**config.mk**
```make
export PLATFORM = sky130hd
export DESIGN_NAME = acc_cpu_mc
export DESIGN_NICKNAME = d
export VERILOG_FILES = /design/src/rtl/acc_cpu_mc_pkg.sv /design/src/rtl/acc_cpu_mc_alu.sv /design/src/rtl/acc_cpu_mc.sv
export SDC_FILE = /design/constraint.sdc
export NUM_CORES = 1
export LEC_CHECK = 0
export BUFFER_PORTS_ARGS = -buffer_cell sky130_fd_sc_hd__buf_2
export CORE_MARGIN = 2
export CORE_UTILIZATION = 40
export CTS_BUF_LIST = sky130_fd_sc_hd__clkbuf_16
export DETAILED_ROUTE_END_ITERATION = 10
export GPL_TIMING_DRIVEN = 0
export RECOVER_POWER = 25
export SYNTH_ARGS = -nofsm -noshare
export SYNTH_HDL_FRONTEND = slang
export SYNTH_SLANG_ARGS = --single-unit
export TNS_END_PERCENT = 20
```
**constraint.sdc**
```tcl
create_clock -name clk -period 9.98 [get_ports clk]
set_input_delay 1.996 -clock clk [delete_from_list [all_inputs] [get_ports clk]]
set_output_delay 1.996 -clock clk [all_outputs]
set_load 0.01 [all_outputs]
```
**src/rtl/acc_cpu_mc_pkg.sv**
```systemverilog
// Shared opcode/state definitions for the multi-cycle accumulator CPU.
// The optional immediate opcodes are enabled by ACC_CPU_MC_IMM_EN in the top module.
package acc_cpu_mc_pkg;

    localparam int OPW = 4;

    typedef enum logic [OPW-1:0] {
        OP_LDA  = 4'h0,
        OP_ADD  = 4'h1,
        OP_SUB  = 4'h2,
        OP_AND  = 4'h3,
        OP_ORA  = 4'h4,
        OP_NOT  = 4'h5,
        OP_XOR  = 4'h6,
        OP_XNOR = 4'h7,
        OP_STA  = 4'h8,
        OP_JMP  = 4'h9,
        OP_JZ   = 4'hA,
        OP_JC   = 4'hB,
        OP_LDI  = 4'hC,
        OP_ADDI = 4'hD,
        OP_NOP  = 4'hE,
        OP_HLT  = 4'hF
    } opcode_e;

    typedef enum logic [1:0] {
        ST_FETCH,
        ST_EXEC,
        ST_MEM,
        ST_HALT
    } state_e;

    // Opcodes that need a data-memory access (loads, ALU ops with M, and store).
    function automatic logic is_mem_op(input opcode_e op);
        return (op <= OP_STA);
    endfunction

endpackage

```
**src/rtl/acc_cpu_mc_alu.sv**
```systemverilog
// Combinational ALU for the accumulator CPU: a is the accumulator, b the memory or immediate operand.
// Opcodes without an ALU meaning pass b through and hold the carry.
module acc_cpu_mc_alu
    import acc_cpu_mc_pkg::*;
#(
    parameter int DW = 8
) (
    input  logic [OPW-1:0] op,
    input  logic [DW-1:0]  a,
    input  logic [DW-1:0]  b,
    input  logic           c_in,
    output logic [DW-1:0]  result,
    output logic           c_out
);

    logic [DW-1:0] and_v;
    logic [DW-1:0] or_v;
    logic [DW-1:0] xor_v;
    logic [DW:0]   sum;
    logic [DW:0]   diff;

    genvar gi;
    generate
        for (gi = 0; gi < DW; gi++) begin : g_bit
            assign and_v[gi] = a[gi] & b[gi];
            assign or_v[gi]  = a[gi] | b[gi];
            assign xor_v[gi] = a[gi] ^ b[gi];
        end
    endgenerate

    // Both extended by one bit so the top bit is carry (ADD) or borrow (SUB).
    assign sum  = {1'b0, a} + {1'b0, b};
    assign diff = {1'b0, a} - {1'b0, b};

    always_comb begin
        result = b;
        c_out  = c_in;
        case (opcode_e'(op))
            OP_LDA:  result = b;
            OP_ADD:  begin
                result = sum[DW-1:0];
                c_out  = sum[DW];
            end
            OP_SUB:  begin
                result = diff[DW-1:0];
                c_out  = diff[DW];
            end
            OP_AND:  result = and_v;
            OP_ORA:  result = or_v;
            OP_NOT:  result = ~b;
            OP_XOR:  result = xor_v;
            OP_XNOR: result = ~xor_v;
            default: result = b;
        endcase
    end

endmodule

```
**src/rtl/acc_cpu_mc.sv**
```systemverilog
// Multi-cycle accumulator CPU with req/ack instruction and data memory ports.
// Define ACC_CPU_MC_IMM_EN to make opcodes C/D execute LDI/ADDI; otherwise they act as NOP.
module acc_cpu_mc
    import acc_cpu_mc_pkg::*;
#(
    parameter int DW = 8,
    parameter int AW = 5
) (
    input  logic              clk,
    input  logic              rst,
    output logic              imem_req,
    output logic [AW-1:0]     imem_addr,
    input  logic [AW+3:0]     imem_rdata,
    input  logic              imem_ack,
    output logic              dmem_req,
    output logic              dmem_we,
    output logic [AW-1:0]     dmem_addr,
    output logic [DW-1:0]     dmem_wdata,
    input  logic [DW-1:0]     dmem_rdata,
    input  logic              dmem_ack,
    output logic [DW-1:0]     acc_out,
    output logic [AW-1:0]     pc_out,
    output logic              flag_z,
    output logic              flag_c,
    output logic              halted
);

    localparam int IW = AW + OPW;

    state_e         state_reg, state_next;
    logic [AW-1:0]  pc_reg, pc_next;
    logic [IW-1:0]  ir_reg, ir_next;
    logic [DW-1:0]  acc_reg, acc_next;
    logic           z_reg, z_next;
    logic           c_reg, c_next;

    opcode_e        ir_op;
    logic [AW-1:0]  ir_addr;
    logic [DW-1:0]  imm_ext;
    logic           is_imm;
    opcode_e        alu_op;
    logic [DW-1:0]  alu_b;
    logic [DW-1:0]  alu_result;
    logic           alu_c_out;

    assign ir_op   = opcode_e'(ir_reg[IW-1:AW]);
    assign ir_addr = ir_reg[AW-1:0];

    generate
        if (AW >= DW) begin : g_imm_trunc
            assign imm_ext = ir_addr[DW-1:0];
        end else begin : g_imm_pad
            assign imm_ext = {{(DW-AW){1'b0}}, ir_addr};
        end
    endgenerate

    // Immediates reuse the LDA/ADD datapath with the address field as operand.
    assign is_imm = (ir_op == OP_LDI) || (ir_op == OP_ADDI);
    assign alu_b  = is_imm ? imm_ext : dmem_rdata;

    always_comb begin
        alu_op = ir_op;
        if (ir_op == OP_LDI) begin
            alu_op = OP_LDA;
        end else if (ir_op == OP_ADDI) begin
            alu_op = OP_ADD;
        end
    end

    acc_cpu_mc_alu #(
        .DW(DW)
    ) u_alu (
        .op     (alu_op),
        .a      (acc_reg),
        .b      (alu_b),
        .c_in   (c_reg),
        .result (alu_result),
        .c_out  (alu_c_out)
    );

    always_ff @(posedge clk) begin
        if (rst) begin
            state_reg <= ST_FETCH;
            pc_reg    <= '0;
            ir_reg    <= '0;
            acc_reg   <= '0;
            z_reg     <= 1'b0;
            c_reg     <= 1'b0;
        end else begin
            state_reg <= state_next;
            pc_reg    <= pc_next;
            ir_reg    <= ir_next;
            acc_reg   <= acc_next;
            z_reg     <= z_next;
            c_reg     <= c_next;
        end
    end

    always_comb begin
        state_next = state_reg;
        pc_next    = pc_reg;
        ir_next    = ir_reg;
        acc_next   = acc_reg;
        z_next     = z_reg;
        c_next     = c_reg;
        imem_req   = 1'b0;
        dmem_req   = 1'b0;
        dmem_we    = 1'b0;

        case (state_reg)
            ST_FETCH: begin
                imem_req = 1'b1;
                if (imem_ack) begin
                    ir_next    = imem_rdata;
                    pc_next    = pc_reg + AW'(1);
                    state_next = ST_EXEC;
                end
            end

            ST_EXEC: begin
                state_next = ST_FETCH;
                if (is_mem_op(ir_op)) begin
                    state_next = ST_MEM;
                end else begin
                    case (ir_op)
                        OP_JMP: pc_next = ir_addr;
                        OP_JZ:  if (z_reg) pc_next = ir_addr;
                        OP_JC:  if (c_reg) pc_next = ir_addr;
`ifdef ACC_CPU_MC_IMM_EN
                        OP_LDI, OP_ADDI: begin
                            acc_next = alu_result;
                            z_next   = (alu_result == '0);
                            c_next   = alu_c_out;
                        end
`else
                        OP_LDI, OP_ADDI: state_next = ST_FETCH;
`endif
                        OP_HLT: state_next = ST_HALT;
                        default: state_next = ST_FETCH;
                    endcase
                end
            end

            ST_MEM: begin
                dmem_req = 1'b1;
                dmem_we  = (ir_op == OP_STA);
                if (dmem_ack) begin
                    // Store leaves ACC and flags alone; the ALU holds C for non-arithmetic ops.
                    if (ir_op != OP_STA) begin
                        acc_next = alu_result;
                        z_next   = (alu_result == '0);
                        c_next   = alu_c_out;
                    end
                    state_next = ST_FETCH;
                end
            end

            ST_HALT: state_next = ST_HALT;

            default: state_next = ST_FETCH;
        endcase
    end

    assign imem_addr  = pc_reg;
    assign dmem_addr  = ir_addr;
    assign dmem_wdata = acc_reg;
    assign acc_out    = acc_reg;
    assign pc_out     = pc_reg;
    assign flag_z     = z_reg;
    assign flag_c     = c_reg;
    assign halted     = (state_reg == ST_HALT);

endmodule

```
# Yosys cells after proc, flatten, opt, wreduce, memory -nomap -nowiden
# Cells that the tools add are included.
# classes
reduce_logical,10
eq_ne,24
bitwise,26
addsub,3
muxes,19
magnitude_cmp,1
# ops
cell,count
8-bit case mux with 7 select lines,1
"4-bit == test, second input constant",7
5-bit two-way mux,4
"4-bit by 3-bit == test with 1-bit output, second input constant",4
8-bit NOT,2
5-bit case mux with 3 select lines,1
5-bit case mux with 2 select lines,1
8-bit by 8-bit adder with 9-bit output,1
8-bit by 8-bit subtractor with 9-bit output,1
1-bit bitwise AND,8
"4-bit by 2-bit == test with 1-bit output, second input constant",2
8-bit zero test,1
2-bit two-way mux,4
4-bit two-way mux,2
8-bit two-way mux,1
1-bit bitwise OR,8
2-bit case mux with 4 select lines,1
1-bit bitwise XOR,8
"2-bit inequality test, second input constant",3
"3-bit inequality test, second input constant",2
6-bit AND reduction,1
"5-bit by 1-bit adder with 5-bit output, second input constant",1
"2-bit == test, second input constant",2
"4-bit by 1-bit == test with 1-bit output, second input constant",1
12 further kinds,16
# totals
out_inout_bits,37
word_cells,89
register_bits,26
inputBits,21

# Depth between registers and ports, before layout
# depth
ltp_word,7
ltp_mapped,15

# Cells and area by module
# A second synthesis with hierarchy kept.
# unflattened
cells_unflattened,387
area_unflattened_um2,2901.5
# by_module_without_submodules
mod,seq_area_each_um2,area_each_um2,n_inst,cells_per_inst
acc_cpu_mc_alu,0.0,1481.4,1,221
acc_cpu_mc,520.5,1420.1,1,166

# Least setup slack after synthesis
# OpenSTA, ideal clock, no wires.
# synth_timing
kind,input-to-reg
startpoint,input port dmem_rdata[0]
endpoint,"register z_reg, in the netlist flag_z"
required_time_ns,9.923
path_buffers,0
setup_ns,0.057
path_stages,11
t_arrival_ns,4.310
slack_ns,5.613
cell_sequence,mux2_2 > ha_1 > inv_1 > fa_1 > xnor2_1 > a32o_1 > a211oi_1 > a32oi_1 > or4_1 > nor4_1 > a21o_1
# synth_between
elab_chain_len,5
# synth_lines
element,line_no,source
"start, declared",acc_cpu_mc.sv:19,"input logic [DW-1:0] dmem_rdata,"
8-bit two-way mux (*),acc_cpu_mc.sv:59,assign alu_b = is_imm ? imm_ext : dmem_rdata;
branches (longest 2 deep; another with 8-bit by 8-bit subtractor with 9-bit output),-,
8-bit case mux with 7 select lines (*),acc_cpu_mc_alu.sv:38,case (opcode_e'(op))
8-bit zero test (*),acc_cpu_mc.sv:151,z_next = (alu_result == '0);
"end signal, assigned",acc_cpu_mc.sv:94,z_reg <= z_next;
"end, declared",acc_cpu_mc.sv:34,"logic z_reg, z_next;"
# Mark *: on every way between the ends.
# A chain may end at the register's enable or synchronous reset.

# Worst setup path in the final report
# layout_timing
startpoint,input port dmem_rdata[2]
endpoint,"register z_reg, in the netlist flag_z"
# Same word-level chain as after synthesis.

==> flow_summary.json <==
{
  "first_iter_violations": 340,
  "place_congestion": 0.947,
  "drive_above_1_share": 0.200,
  "yosysUniqueCellTypes": 63,
  "num_vias": 3135,
  "grt_pass1_vias": 2866,
  "clkTransAtPathRegs_ps": 60,
  "antenna_left": 0,
  "syn_area_um2": 2830,
  "async_flop_share": 0,
  "hp-class": "flip-flop to flip-flop",
  "irDropWorstVdd_uv": 82.4,
  "slowest_stage": "a2111oi_0",
  "post-cts-setup-buffers": 0,
  "fin_nets": 507,
  "syn_avg_cell_area_um2": 7.06,
  "netlist_instances": 400,
  "die_h_um": 88.0,
  "fin_area_um2": 3300,
  "cts_buffers": 3,
  "clock_sinks": 26,
  "ys_warn_count": 0,
  "power_frac_comb": 0.359,
  "grt_use_total": 0.241,
  "areaGrowthSynthToFinish_pct": 16.7,
  "yosysTopAreaCell": "dfxtp_1",
  "row_count": 30,
  "io_pins": 58,
  "pwr-share-seq": 0.362,
  "cp_cell_sequence": "buf_2 -> mux2i_1 -> ha_1 -> clkbuf_2 -> nand2b_1 -> a31oi_1 -> o21ai_0 -> nand2_1 -> a2111oi_0 -> a221oi_2 -> nor4_1 -> a21o_1",
  "relSlewSlack": 0.386,
  "p_int_mw": 0.207,
  "fmax_mhz": 217,
  "largest_reg_flops": 9,
  "post-route-period-util": 0.462,
  "p_leak_nw": 1.49,
  "critPathMaxStageDelay_ps": 560,
  "seq_area_frac_synth": 0.184,
  "synth_top_area_share": 0.184,
  "power.total_mw": 0.320,
  "cts_resized": 0,
  "dr.pass1.iters": 6,
  "die_x_um": 88.0,
  "whs_ps": 521,
  "power_density_nw_per_um2": 96.9,
  "critPathCaptureType": "flip-flop",
  "antenna_cells": 0,
  "hold_buffers": 0,
  "grt_max_degree": 15,
  "dieArea_um2": 7750,
  "yosys-top-cells-area": "dfxtp_1, ha_1, a21oi_1",
  "criticalPathCategory": "primary input to flip-flop",
  "start_util": 0.414,
  "setup_viol": 0,
  "wl_per_cell_um": 16.4,
  "synth_common_cells": "nand2_1, a21oi_1, inv_1",
  "cp_max_fo": 7,
  "yosys.cell_count.top_type": "nand2_1",
  "drc_errors": 0,
  "hpwl_um": 7110,
  "cts_root_buffer": "clkbuf_16",
  "cp-start-kind": "primary input",
  "cts_tree": "built",
  "maxCapViolCount": 0,
  "p_sw_mw": 0.112,
  "rsz0062_at_grt": "no",
  "worst_slew_pin_slew_ps": 918,
  "syn_nets": 446,
  "clockPowerShare": 0.279,
  "synth_edf_count": 0,
  "viasPerCell": 5.64,
  "h-tree-depth": 1,
  "arrival_ps": 4810,
  "clkLatencyLatePin_ps": 260,
  "yosys_register_bits": 26,
  "grt_overflow": 0,
  "synthFlopType": "dfxtp_1",
  "grt_pass1_wl_um": 14600,
  "finalHoldViolCount": 0,
  "port_buffers": 56,
  "routed_wirelength_um": 9130,
  "slew_violations": 0,
  "fp.coreArea_um2": 6830,
  "critPathRequiredTime_ps": 10190,
  "run_status": "finished, final reports clean",
  "clockBufferDepth": 2,
  "postPlaceCellArea_um2": 3230,
  "period_needed_ps": 4610,
  "nFillCells": 767,
  "sw_frac_of_total": 0.352,
  "antenna_found_initial": 0,
  "fin_worst_skew_ps": 2.89,
  "fin_tns_setup_ps": 0
}
==> routing by layer <==
metal | routed length, µm | vias to the layer above | track usage
li1 | - | 1524 | -
met1 | 4280 | 1461 | 0.330
met2 | 4180 | 134 | 0.410
met3 | 510 | 16 | 0.0179
met4 | 169 | 0 | 0.0661
met5 | 0 | - | 0
==> final cells by class <==
cell class	instances	area, µm²	share of cell area
sequential	26	520	0.158
tap	96	120	0.0364
timing repair buffer	56	273	0.0827
buffer	42	251	0.0763
clock buffer	3	75.1	0.0228
multi-input combinational	301	1940	0.587
inverter	31	116	0.0353
clock inverter	1	3.75	0.00114
==> path summary, 6_finish.rpt <==
| check | from | to | slack (ps) | cells after the start |
|---|---|---|---|---|
| hold reg to reg | ir_reg[0]$_SDFFE_PP0P_ | ir_reg[0]$_SDFFE_PP0P_ | 520 | 2 |
| setup / recovery | dmem_rdata[2] | flag_z$_SDFFE_PP0P_ | 5370 | 12 |
| hold / removal | ir_reg[0]$_SDFFE_PP0P_ | ir_reg[0]$_SDFFE_PP0P_ | 520 | 2 |
| setup reg to reg | ir_reg[7]$_SDFFE_PP0P_ | flag_z$_SDFFE_PP0P_ | 6140 | 13 |
==> logic make-up after synthesis <==
family | share of synthesized area
buf+inv | 0.130
flops | 0.184
fa+ha+maj | 0.113
mux | 0.0363
simple gates | 0.248
xor+xnor | 0.0217
compound gates | 0.267
==> metrics by stage <==
step,cells,setup slack (ps),utilization
floorplan,400,5610,-
global placement,552,5160,0.472
detailed placement,552,5150,0.472
CTS,556,5400,0.484
global route,556,5060,0.483
finish,556,5370,0.483
==> critical path: cells and delay by family <==
family | cells | cell delay [ps]
multiplexers | 1 | 390
adder cells (fa/ha/maj) | 1 | 320
AO/OA/AOI/OAI | 5 | 1250
AND/OR/NAND/NOR | 3 | 580
buffers and inverters | 2 | 280
==> cell usage in the layout, fill, tap and decap left out, types with 2 or more instances in the layout <==
| cell type | n |
|---|---|
| a221oi_1 | 2 |
| ha_1 | 24 |
| a21o_1 | 2 |
| nand2b_1 | 9 |
| nor4_1 | 2 |
| a31oi_1 | 5 |
| nor3b_1 | 4 |
| inv_1 | 30 |
| o21a_1 | 2 |
| or3_1 | 2 |
| mux2i_1 | 8 |
| mux2_2 | 2 |
| clkbuf_16 | 3 |
| a211oi_1 | 5 |
| nor3_1 | 10 |
| or2_2 | 2 |
| a222oi_1 | 3 |
| nand2_1 | 52 |
| nand3_1 | 9 |
| o21ai_0 | 26 |
| nor2_1 | 25 |
| a32o_1 | 2 |
| or4_1 | 2 |
| o311ai_0 | 2 |
| buf_4 | 20 |
| and2_1 | 2 |
| o2111ai_1 | 2 |
| a22oi_1 | 3 |
| dfxtp_1 | 26 |
| a21boi_0 | 2 |
| buf_2 | 58 |
| nor2b_1 | 8 |
| or4_4 | 2 |
| o211ai_1 | 2 |
| clkbuf_1 | 18 |
| and3_1 | 4 |
| o221ai_1 | 2 |
| xnor2_1 | 6 |
| o22ai_1 | 4 |
| a21oi_1 | 42 |
==> power by group through the flow <==
| stage | clock [mW] | combinational [mW] | sequential [mW] |
|---|---|---|---|
| 3_3_place_gp | 0 | 0.112 | 0.118 |
| 6_report | 0.0891 | 0.115 | 0.116 |
| 3_5_place_dp | 0 | 0.112 | 0.118 |
| 4_1_cts | 0.0914 | 0.113 | 0.116 |
| 5_1_grt | 0.0940 | 0.128 | 0.116 |
| 2_1_floorplan | 0 | 0.0789 | 0.116 |
No activity file was read; power rests on OpenSTA's default activity.
